<file path="config.mk">
export PLATFORM = sky130hd
export DESIGN_NAME = ll_keypad
export DESIGN_NICKNAME = d
export VERILOG_FILES = /design/src/rtl/ll_keypad.sv
export SDC_FILE = /design/constraint.sdc
export NUM_CORES = 1
export LEC_CHECK = 0
export BUFFER_PORTS_ARGS = -buffer_cell sky130_fd_sc_hd__buf_2
export CAP_MARGIN = 25
export CORE_MARGIN = 2
export CORE_UTILIZATION = 45
export DETAILED_ROUTE_END_ITERATION = 10
export GPL_ROUTABILITY_DRIVEN = 0
export PLACE_DENSITY = 0.75
export REMOVE_ABC_BUFFERS = 1
export SLEW_MARGIN = 0
export SYNTH_ARGS = -nofsm -noshare
export SYNTH_HDL_FRONTEND = slang
export SYNTH_SLANG_ARGS = --single-unit
</file>
<file path="constraint.sdc">
create_clock -name hz100 -period 7.25 [get_ports hz100]
set_input_delay 0.725 -clock hz100 [delete_from_list [all_inputs] [get_ports hz100]]
set_output_delay 0.725 -clock hz100 [all_outputs]
set_load 0.005 [all_outputs]
</file>
<file path="src/rtl/ll_keypad.sv">
// Debounced 20-key keypad scanner with thrust/display actions for a lunar-lander panel.
// Optional auto-repeat while a key is held is enabled by defining KEYPAD_REPEAT_EN.
module ll_keypad #(
    parameter int DEBOUNCE = 2,
    parameter int REPEAT   = 50
) (
    input  logic        hz100,
    input  logic        reset,
    input  logic [19:0] in,
    output logic [4:0]  keycode,
    output logic        strobe,
    output logic [3:0]  thrust,
    output logic [1:0]  disp_mode
);

`ifdef KEYPAD_REPEAT_EN
    localparam bit REPEAT_ON = 1'b1;
`else
    localparam bit REPEAT_ON = 1'b0;
`endif

    localparam logic [3:0] DEB_LAST = 4'(DEBOUNCE);
    localparam logic [7:0] REP_LAST = 8'(REPEAT - 1);

    typedef enum logic [1:0] {IDLE, ARMED, HELD, RELEASE} state_t;

    state_t      state, state_next;
    logic [19:0] sync_meta, sync;
    logic [3:0]  cnt, cnt_next;
    logic [4:0]  cand, cand_reg, cand_next;
    logic [7:0]  rep_cnt, rep_next;
    logic        fire;

    // Highest set bit wins when several keys are down together.
    always_comb begin
        cand = '0;
        for (int i = 0; i < 20; i++) begin
            if (sync[i]) cand = 5'(i);
        end
    end

    always_ff @(posedge hz100 or negedge reset) begin
        if (!reset) begin
            sync_meta <= '0;
            sync      <= '0;
            state     <= IDLE;
            cnt       <= '0;
            cand_reg  <= '0;
            rep_cnt   <= '0;
        end else begin
            sync_meta <= in;
            sync      <= sync_meta;
            state     <= state_next;
            cnt       <= cnt_next;
            cand_reg  <= cand_next;
            rep_cnt   <= rep_next;
        end
    end

    always_comb begin
        state_next = state;
        cnt_next   = cnt;
        cand_next  = cand_reg;
        rep_next   = rep_cnt;
        fire       = 1'b0;
        case (state)
            IDLE: begin
                rep_next = '0;
                if (sync != '0) begin
                    cand_next = cand;
                    cnt_next  = 4'd1;
                    if (DEB_LAST == 4'd1) begin
                        state_next = HELD;
                        fire       = 1'b1;
                    end else begin
                        state_next = ARMED;
                    end
                end
            end
            ARMED: begin
                if (sync == '0) begin
                    state_next = IDLE;
                    cnt_next   = '0;
                end else if (cand != cand_reg) begin
                    cand_next = cand;
                    cnt_next  = 4'd1;
                end else begin
                    cnt_next = cnt + 4'd1;
                    if (cnt + 4'd1 == DEB_LAST) begin
                        state_next = HELD;
                        fire       = 1'b1;
                    end
                end
            end
            HELD: begin
                if (sync == '0) begin
                    rep_next = '0;
                    if (DEB_LAST == 4'd1) begin
                        state_next = IDLE;
                        cnt_next   = '0;
                    end else begin
                        state_next = RELEASE;
                        cnt_next   = 4'd1;
                    end
                end else if (cand != cand_reg) begin
                    // A second key joining a held one never produces its own strobe.
                    rep_next = '0;
                end else if (REPEAT_ON) begin
                    if (rep_cnt == REP_LAST) begin
                        rep_next = '0;
                        fire     = 1'b1;
                    end else begin
                        rep_next = rep_cnt + 8'd1;
                    end
                end
            end
            RELEASE: begin
                if (sync != '0) begin
                    state_next = HELD;
                    cnt_next   = '0;
                end else begin
                    cnt_next = cnt + 4'd1;
                    if (cnt + 4'd1 == DEB_LAST) begin
                        state_next = IDLE;
                        cnt_next   = '0;
                    end
                end
            end
            default: begin
                state_next = IDLE;
                cnt_next   = '0;
            end
        endcase
    end

    always_ff @(posedge hz100 or negedge reset) begin
        if (!reset) begin
            strobe    <= 1'b0;
            keycode   <= '0;
            thrust    <= 4'd5;
            disp_mode <= 2'd0;
        end else begin
            strobe <= fire;
            if (fire) begin
                keycode <= cand;
                if (cand <= 5'd9) thrust <= cand[3:0];
                // Keys 16..19 select displays in reverse order (19 = ALT).
                if (cand >= 5'd16) disp_mode <= 2'(5'd19 - cand);
            end
        end
    end

endmodule

</file>
# Word level (Yosys, flattened, before mapping)
# Cells that the tools add are included.
dict set report totals {
  reg_bits 63
  in_bits 22
  output_inout_bits 12
  wordCells 76
}
dict set report op_classes {
  addsub 2
  order_cmp 2
  eq_ne 12
  mux 42
  n_reduce_logical 9
}
# op count
set ops {}
lappend ops {{5-bit 2-to-1 mux} 19}
lappend ops {{4-bit 2-to-1 mux} 6}
lappend ops {{20-bit logical NOT} 1}
lappend ops {{20-bit nonzero test} 1}
lappend ops {{2-bit 2-to-1 mux} 9}
lappend ops {{4-bit one-hot mux with 4 select lines} 1}
lappend ops {{5-bit one-hot mux with 2 select lines} 1}
lappend ops {{3-bit != test (second input constant)} 3}
lappend ops {{2-bit != test (second input constant)} 4}
lappend ops {{2-bit one-hot mux with 4 select lines} 1}
lappend ops {{2-bit AND reduction} 3}
lappend ops {{5-bit >= comparator (second input constant)} 1}
lappend ops {{5-bit by 4-bit <= comparator with 1-bit output (second input constant)} 1}
lappend ops {{1-bit 2-to-1 mux} 5}
lappend ops {{5-bit != test} 1}
lappend ops {{5-bit AND reduction} 1}
lappend ops {{4-bit by 1-bit adder with 4-bit output (second input constant)} 1}
lappend ops {{2-bit equality test (second input constant)} 2}
lappend ops {{4-bit by 2-bit equality test with 1-bit output (second input constant)} 1}
lappend ops {{4-bit AND reduction} 1}
lappend ops {{2-bit by 1-bit equality test with 1-bit output (second input constant)} 1}
lappend ops {{2-bit logical NOT} 1}
lappend ops {{2-bit nonzero test} 1}
lappend ops {{2-bit subtractor (first input constant)} 1}

# Logic depth before layout (Yosys ltp)
# Gate-level depths: netlist (run 1).
dict set report logic_depth {
  depth_word 24
  depth_mapped 9
  ltp_nobuf 8
}

# Worst setup path before layout (run 1)
# OpenSTA, ideal clock, no wires.
dict set report synth_timing {
  kind {register -> register}
  startpoint {reg sync[11]}
  endpoint {reg cand_reg[2]}
  setup_ps 125
  arrival_ps 2426
  t_required_ps 7125
  setup_slack_ps 4699
  path_stages_with_launch 9
  n_path_buf 0
  period_less_slack_ps 2551
  path_cell_list {dfrtp_1 -> or4_4 -> o211ai_2 -> o31ai_1 -> a2111oi_2 -> nand4_2 -> or2_4 -> nand2_1 -> mux2_2}
}
dict set report synth_via {
  elab_chain_cells 12
  elab_cells_between_ends 20
  cone_classes {eq/ne: 4; mux: 13; reduce/logical: 3}
}
# item line_no
set synth_rtl {}
lappend synth_rtl {{start, declared} 28} ;# logic [19:0] sync_meta, sync;
lappend synth_rtl {{start signal, assigned} 52} ;# sync <= sync_meta;
lappend synth_rtl {{5-bit 2-to-1 mux (9 in a row)} 38} ;# if (sync[i]) cand = 5'(i);
lappend synth_rtl {{5-bit != test or 5-bit 2-to-1 mux (tied branches)} --}
lappend synth_rtl {{2-bit != test (no source line) or 5-bit 2-to-1 mux (tied branches)} --}
lappend synth_rtl {{4-bit AND reduction (no source line) or 5-bit one-hot mux with 2 select lines (tied branches)} --}
lappend synth_rtl {{end signal, assigned} 55} ;# cand_reg <= cand_next;
lappend synth_rtl {{end, declared} 30} ;# logic [4:0] cand, cand_reg, cand_next;
# Parallel ways exist; a longest one is shown, timed or not. The select of a mux whose other input is x is not followed.
# A chain may end at the register's enable or synchronous reset.

# Final worst setup path (run 1)
dict set report layout_timing {
  startpoint {reg sync[7]}
  endpoint {reg keycode[3]}
}
dict set report layout_via {
  elab_chain_cells 17
  elab_cells_between_ends 18
  cone_classes {eq/ne: 1; mux: 16; reduce/logical: 1}
}
# item line_no
set layout_rtl {}
lappend layout_rtl {{5-bit 2-to-1 mux (13 in a row)} 38}
lappend layout_rtl {{5-bit != test} --}
lappend layout_rtl {{1-bit 2-to-1 mux} 84} ;# end else if (cand != cand_reg) begin
lappend layout_rtl {{1-bit 2-to-1 mux} 81} ;# if (sync == '0) begin
lappend layout_rtl {{1-bit 2-to-1 mux} 66} ;# case (state)
lappend layout_rtl {{end signal, assigned} 145} ;# keycode <= cand;
lappend layout_rtl {{end, declared} 10} ;# output logic [4:0] keycode,
# Parallel ways exist; a longest one is shown, timed or not.

==> results.md, run 1 <==
* GRT overflow at 0
* Final Net Count at 277
* CTS tree: yes
* Netlist Area Pre-Place at 0.002562 mm^2
* Setup bufs post-CTS at 0
* Cells along the critical path: nor4_1, nand2b_1, o31ai_1, a2111oi_2, nand4_2, nor3_4, mux2_2
* Layout cell share with drive strength beyond 1 at 0.2724
* Simple-Gate Fraction of Synth Area at 0.1685
* # setup viols final at 0
* Sequential fraction of the synthesis area at 0.6162
* Pre-CTS WS at 4.118 ns
* Main combinational cell family by area after synthesis: simple AND/OR/NAND/NOR gates
* DR vias at 1743
* Endpoint class of the critical path: flip-flop
* Final ANT Viol Nets at 0
* PnR worst setup slack at 4.042 ns
* Die Height at 79.46 um
* Clock Tree Buf Depth at 2
* Overall die width at 79.46 um
* Worst slew pin tran at 0.8296 ns
* Static Leak at 1.335 nW
* DR WL/cell at 13.63 um
* MaxCap Viol Count at 0
* Worst path slowest cell: nor4_1
* First-pass DRT Iterations at 4
* Synth Area in XOR/XNOR at 0.006836
* Fillcell total at 473
* Fin util at 0.5419
* Root buffer cell: clkbuf_8
* Pins Over Slew Limit at 0
* Number of global-route vias before repair at 1653
* Relative max-transition margin at 0.4419
* Final hold vios at 0
* Core region area at 0.005507 mm^2
* Arr. time, crit path at 3.42 ns
* H-tree levels at 3
* Via/cell ratio at 5.298
* Die footprint at 0.006314 mm^2
* Max Clk Rate at 311.8 MHz
* Port Buffers at 33
* Critical Path Fanout Max at 16
* Worst hold path class: flip-flop to flip-flop
* Fin crit share at 0.4424
* DRC viols at 0
* CP delay by family, top: simple AND/OR/NAND/NOR gates
* Total Neg Setup Slack at 0 ns
* # rows at 27
* WP buf/inv at 0
* Max stage delay on crit path at 0.74 ns
* IO Count at 34
* Number of synthesized flops with an enable pin at 0
* Prevailing post-synth register cell: dfrtp_1
* Startpoint Class: flip-flop
* Worst Path Required at 7.47 ns
* Peak supply drop at 191.4 uV
* Hold-fix buffers at CTS at 0
* Clk_lat worst skew at 0.33 ns
* RSZ-0062 raised after global routing: no
* Clk sinks at 63
* Largest net degree at the start of global routing at 64
* Power Total at 0.0008641 W
* Setup CP Type: flip-flop to flip-flop
* Tot GR Track Use at 0.1597
* Diodes inserted at 0
* Tmin final at 3.208 ns
* Final wirelength at 4.483 mm
* Initial Util at 0.4653
* Warnings, synthesis at 0
* Post-synthesis register bit count at 63
* Syn Area/Cell at 12.14 um^2
* Layout area overhead at 16.45%
* Post-CTS Resized at 0
* Post-synthesis compound-gate area fraction at 0.1421
* Post-synthesis mux area share at 0.02979
* Power density cells at 289.6 mW/mm^2
* Ys async rst share at 1.000
* Final HPWL DP at 3.133 mm
* CTS Buf Count at 9
* Largest registers: sync (20), sync_meta (20)
* Synth Area in Adders at 0.009766
* Initial antenna violation count at 0
* Synth cell types at 56
* First-pass GRT wire length at 7.521 mm
* Initial DRC Count at 141
* Mapped Cells at 211
* Outcome: completed
* Clock-pin slew on the worst setup and hold paths at 0.07 ns
* Clk_skew at 0.008413 ns
## worst reg2reg max path, cell delays in order (launching register included)
cell	delay [ns]
dfrtp_1	0.40
nor4_1	0.74
nand2b_1	0.22
o31ai_1	0.08
a2111oi_2	0.34
nand4_2	0.28
nor3_4	0.63
mux2_2	0.40
## cell type report
| class | count | area [um^2] | share of cell area |
|---|---|---|---|
| flip-flops and latches | 63 | 1579 | 0.5291 |
| multi-input cells | 132 | 914.6 | 0.3065 |
| repair buffers | 34 | 172.7 | 0.05786 |
| clock buffers | 11 | 131.4 | 0.04403 |
| well taps | 72 | 90.09 | 0.03019 |
| inverters | 13 | 48.80 | 0.01635 |
| clock inverters | 4 | 47.55 | 0.01593 |
## power by group
part | internal [W] | switching [W]
Combinational | 0.0000685 | 0.0000826
Clock | 0.000156 | 0.000120
Sequential | 0.000396 | 0.0000406
Total | 0.000621 | 0.000244
## logic make-up after synthesis
logic type	Yosys count
multiplexers	7
XOR/XNOR	2
AND/OR/NAND/NOR	74
buffers and inverters	16
flip-flops	63
AO/OA/AOI/OAI	47
adder cells (fa/ha/maj)	2
## per-stage QoR
stage / area, um^2 / hold slack, ns / std cells
2_1_floorplan: 2542 / 0.3312 / 208
3_3_place_gp: 2805 / 0.3335 / 314
3_5_place_dp: 2805 / 0.3347 / 314
4_1_cts: 2984 / 0.3438 / 329
5_1_grt: 2984 / 0.3523 / 329
6_report: 2984 / 0.3439 / 329
## metal layers
layer / global-route usage / share of wire / vias up
li1: - / - / 845
met1: 0.2030 / 0.47 / 836
met2: 0.2378 / 0.47 / 54
met3: 0.07240 / 0.049 / 8
met4: 0.06379 / 0.015 / 0
met5: 0 / 0 / -
## final timing paths
kind,from,end,slack (ns),cells after the start
min in group asynchronous,reset,sync_meta[18]$_DFF_PN0_,0.55,2
min reg2reg,sync_meta[8]$_DFF_PN0_,sync[8]$_DFF_PN0_,0.34,0
max,sync[7]$_DFF_PN0_,keycode[3]$_DFFE_PN0P_,4.04,7
max reg2reg,sync[7]$_DFF_PN0_,keycode[3]$_DFFE_PN0P_,4.04,7
max in group asynchronous,reset,disp_mode[0]$_DFFE_PN0P_,6.22,2
min,sync_meta[8]$_DFF_PN0_,sync[8]$_DFF_PN0_,0.34,0
## placed cells by master, fill, tap and decap left out, drive strengths merged, types with 3 or more instances in the layout
| cell type | n |
|---|---|
| nand2 | 11 |
| clkbuf | 11 |
| o21ai | 6 |
| o211ai | 7 |
| o31ai | 4 |
| nand2b | 4 |
| or2 | 5 |
| nand3 | 3 |
| a21oi | 13 |
| inv | 13 |
| nor4 | 7 |
| nor2 | 22 |
| nor3 | 4 |
| dfrtp | 61 |
| o21a | 3 |
| buf | 34 |
| mux2 | 5 |
| nand4 | 4 |
## cell usage after synthesis, drive strengths merged, types with 2 or more instances
master	number	area (um^2)
nor3	4	31.28
nand4	4	31.28
nor4	7	65.06
mux2	5	56.30
dfrtp	61	1526
o31ai	4	30.03
nor2b	2	12.51
or2	5	33.79
nand2	11	41.29
a2111oi	2	42.54
inv	13	48.80
nor4b	2	17.52
nand2b	4	25.02
nand3	3	15.01
mux2i	2	20.02
o21ai	6	30.03
or3	2	12.51
a21oi	13	76.33
ha	2	25.02
buf	2	16.26
o21a	3	22.52
o311ai	2	17.52
dfstp	2	52.55
nor2	22	82.58
o211ai	7	57.55
or4	2	18.77
Note: power is estimated with default switching activity, not from simulation.
==> run 2: changes to the inputs <==
--- a/config.mk
+++ b/config.mk
@@ -11,7 +11,7 @@
 export CORE_UTILIZATION = 45
 export DETAILED_ROUTE_END_ITERATION = 10
 export GPL_ROUTABILITY_DRIVEN = 0
-export PLACE_DENSITY = 0.75
+export PLACE_DENSITY = 0.77
 export REMOVE_ABC_BUFFERS = 1
 export SLEW_MARGIN = 0
 export SYNTH_ARGS = -nofsm -noshare
==> constraint.sdc (replaced) <==
create_clock -name hz100 -period 2.82 [get_ports hz100]
set_input_delay 0.282 -clock hz100 [delete_from_list [all_inputs] [get_ports hz100]]
set_output_delay 0.282 -clock hz100 [all_outputs]
set_load 0.005 [all_outputs]
==> run 2 against run 1 <==
Cell area rose by 5.5%; wire length rose by 0.60%; global-route usage rose by 0.88 points; critical endpoint is now cand_reg[3]$_DFFE_PN0P_; register-to-register slack got worse by 3.9 ns; clock skew barely moved; largest cell class unchanged; non-clock buffer count rose by 11; sequential share of layout area fell by 2.8 points; worst setup slack got worse by 3.9 ns.
==> results.md, run 2 (synthesis gave the netlist of run 1 again) <==
* MaxCap Viol Count at 0 (unchanged)
* Final hold vios at 0 (unchanged)
* First-pass DRT Iterations at 4 (unchanged)
* Max Clk Rate at 373.6 MHz (was 311.8 MHz)
* Tmin final at 2.676 ns (was 3.208 ns)
* IO Count at 34 (unchanged)
* Final ANT Viol Nets at 0 (unchanged)
* H-tree levels at 3 (unchanged)
* Die Height at 79.46 um (unchanged)
* Fin crit share at 0.9491 (was 0.4424)
* Core region area at 0.005507 mm^2 (unchanged)
* Commonest non-fill, non-tap cell in the layout: dfrtp_1 (unchanged)
* Final cell count without fillers at 341 (was 329)
* Initial Util at 0.4653 (unchanged)
* Power Total at 0.002409 W (was 0.0008641 W)
* Clk sinks at 63 (unchanged)
* Clock Tree Buf Depth at 2 (unchanged)
* Switching part of the total at 0.2739 (was 0.2818)
* Layout area overhead at 22.85% (was 16.45%)
* Clk_skew at 0.008448 ns (was 0.008413 ns)
* Die footprint at 0.006314 mm^2 (unchanged)
* Power density cells at 765.2 mW/mm^2 (was 289.6 mW/mm^2)
* Largest net degree at the start of global routing at 48 (was 64)
* Static Leak at 1.419 nW (was 1.335 nW)
* Worst slew pin tran at 0.6467 ns (was 0.8296 ns)
* Worst hold path class: input port to flip-flop (was flip-flop to flip-flop)
* CTS Buf Count at 9 (unchanged)
* Layout cell share with drive strength beyond 1 at 0.3086 (was 0.2724)
* Critical Path Fanout Max at 7 (was 16)
* Clock Power Share at 0.354 (was 0.319)
* # rows at 27 (unchanged)
* Flop pwr share at 0.466 (was 0.506)
* Initial DRC Count at 88 (was 141)
* Cell-internal power at 0.001749 W (was 0.0006206 W)
* Worst Path Required at 3.04 ns (was 7.47 ns)
* Max stage delay on crit path at 0.43 ns (was 0.74 ns)
* First-pass GRT wire length at 7.859 mm (was 7.521 mm)
* Worst path slowest cell: dfrtp_1 (was nor4_1)
* DRC viols at 0 (unchanged)
* Sw power at 0.0006597 W (was 0.0002435 W)
* Dpl cells at 322 (was 314)
* Arr. time, crit path at 2.90 ns (was 3.42 ns)
* Setup CP Type: flip-flop to flip-flop (unchanged)
* Final HPWL DP at 3.231 mm (was 3.133 mm)
* Peak supply drop at 542.5 uV (was 191.4 uV)
* Startpoint Class: flip-flop (unchanged)
* Relative max-transition margin at 0.5634 (was 0.4419)
* Final Net Count at 288 (was 277)
* Port Buffers at 33 (unchanged)
* Initial antenna violation count at 0 (unchanged)
* Number of global-route vias before repair at 1774 (was 1653)
* Via/cell ratio at 5.082 (was 5.298)
* CP delay by family, top: simple AND/OR/NAND/NOR gates (unchanged)
* # setup viols final at 0 (unchanged)
* Total Neg Setup Slack at 0 ns (unchanged)
* DR vias at 1733 (was 1743)
* Outcome: completed (unchanged)
* Pre-CTS WS at 0.09196 ns (was 4.118 ns)
* Setup crit start: sync[16]$_DFF_PN0_ (was sync[7]$_DFF_PN0_)
* GRT overflow at 0 (unchanged)
* Min-delay src: in[16] (was sync_meta[8]$_DFF_PN0_)
* Clk_lat worst skew at 0.34 ns (was 0.33 ns)
* Most frequent cells in the layout: 61 x dfrtp_1, 33 x buf_2, 22 x nor2_1 (unchanged)
* Fin util at 0.5717 (was 0.5419)
* Root buffer cell: clkbuf_8 (unchanged)
* Largest registers: sync (20), sync_meta (20) (unchanged)
* WP buf/inv at 0 (unchanged)
* Cells along the critical path: or2_1, a2111oi_4, a21oi_1, nor3b_2, nand4_4, or2_4, nand2_1, mux2_2 (was nor4_1, nand2b_1, o31ai_1, a2111oi_2, nand4_2, nor3_4, mux2_2)
* RSZ-0062 raised after global routing: no (unchanged)
* Tot GR Track Use at 0.1685 (was 0.1597)
* Diodes inserted at 0 (unchanged)
* Final wirelength at 4.510 mm (was 4.483 mm)
* Pins Over Slew Limit at 0 (unchanged)
* Clock-pin slew on the worst setup and hold paths at 0.07 ns (about the same)
* Comb pwr share at 0.180 (was 0.175)
* Endpoint class of the critical path: flip-flop (unchanged)
* FF-to-FF Start: sync[16]$_DFF_PN0_ (was sync[7]$_DFF_PN0_)
* PnR worst setup slack at 0.1437 ns (was 4.042 ns)
* CTS tree: yes (unchanged)
* DR WL/cell at 13.23 um (was 13.63 um)
* Overall die width at 79.46 um (unchanged)
* Fillcell total at 470 (was 473)
==> run 2: worst paths after layout <==
kind | endpoint | cells after the start | slack (ns)
max | cand_reg[3]$_DFFE_PN0P_ | 8 | 0.14
max reg2reg | cand_reg[3]$_DFFE_PN0P_ | 8 | 0.14
max in group asynchronous | thrust[0]$_DFFE_PN1P_ | 3 | 1.59
min | sync_meta[16]$_DFF_PN0_ | 1 | 0.05
min in group asynchronous | sync_meta[17]$_DFF_PN0_ | 2 | 0.36
min reg2reg | sync[9]$_DFF_PN0_ | 0 | 0.34
==> run 2: power by group through the flow <==
stage          Clock [W]  Combinational [W]  Sequential, W
6_report        0.000853           0.000433        0.00112
5_1_grt         0.000937           0.000481        0.00114
3_5_place_dp           0           0.000395        0.00113
4_1_cts         0.000881           0.000398        0.00112
3_3_place_gp           0           0.000388        0.00113
2_1_floorplan          0           0.000258        0.00112
==> run 2: per-stage QoR <==
step	hold WS (ns)	instance area, um^2
3_5_place_dp	0.1982	2865
3_3_place_gp	0.1944	2865
5_1_grt	0.01592	3148
2_1_floorplan	-0.01359	2542
6_report	0.04589	3148
4_1_cts	0.02454	3098
==> run 2: final cells by class <==
cell class                      instances  area [um^2]  area share
Clock inverter                          5        81.33     0.02583
Multi-Input combinational cell        132        949.7      0.3017
Inverter                               13        48.80     0.01550
Timing Repair Buffer                   45        257.7     0.08188
Clock buffer                           11        141.4     0.04491
Sequential cell                        63         1579      0.5016
Tap cell                               72        90.09     0.02862
==> run 2: layer usage <==
layer | global-route usage | share of wire
met1 | 0.2042 | 0.43
met2 | 0.2563 | 0.49
met3 | 0.07127 | 0.060
met4 | 0.08621 | 0.019
met5 | 0 | 0
==> run 2: worst reg2reg max path, delay by kind of cell, from the launching register on <==
family | cells | cell delay, ns
AND/OR/NAND/NOR | 5 | 1.22
AO/OA/AOI/OAI | 2 | 0.56
flip-flops | 1 | 0.43
multiplexers | 1 | 0.35
==> run 2: repair_timing <==
item / 4_1_cts / 5_1_grt
endpoints found under the hold margin: 16 / 0
setup buffers: 0 / 2
gates resized for setup: 0 / 4
hold buffers: 1 / 0
setup endpoints to repair: 0 / 15
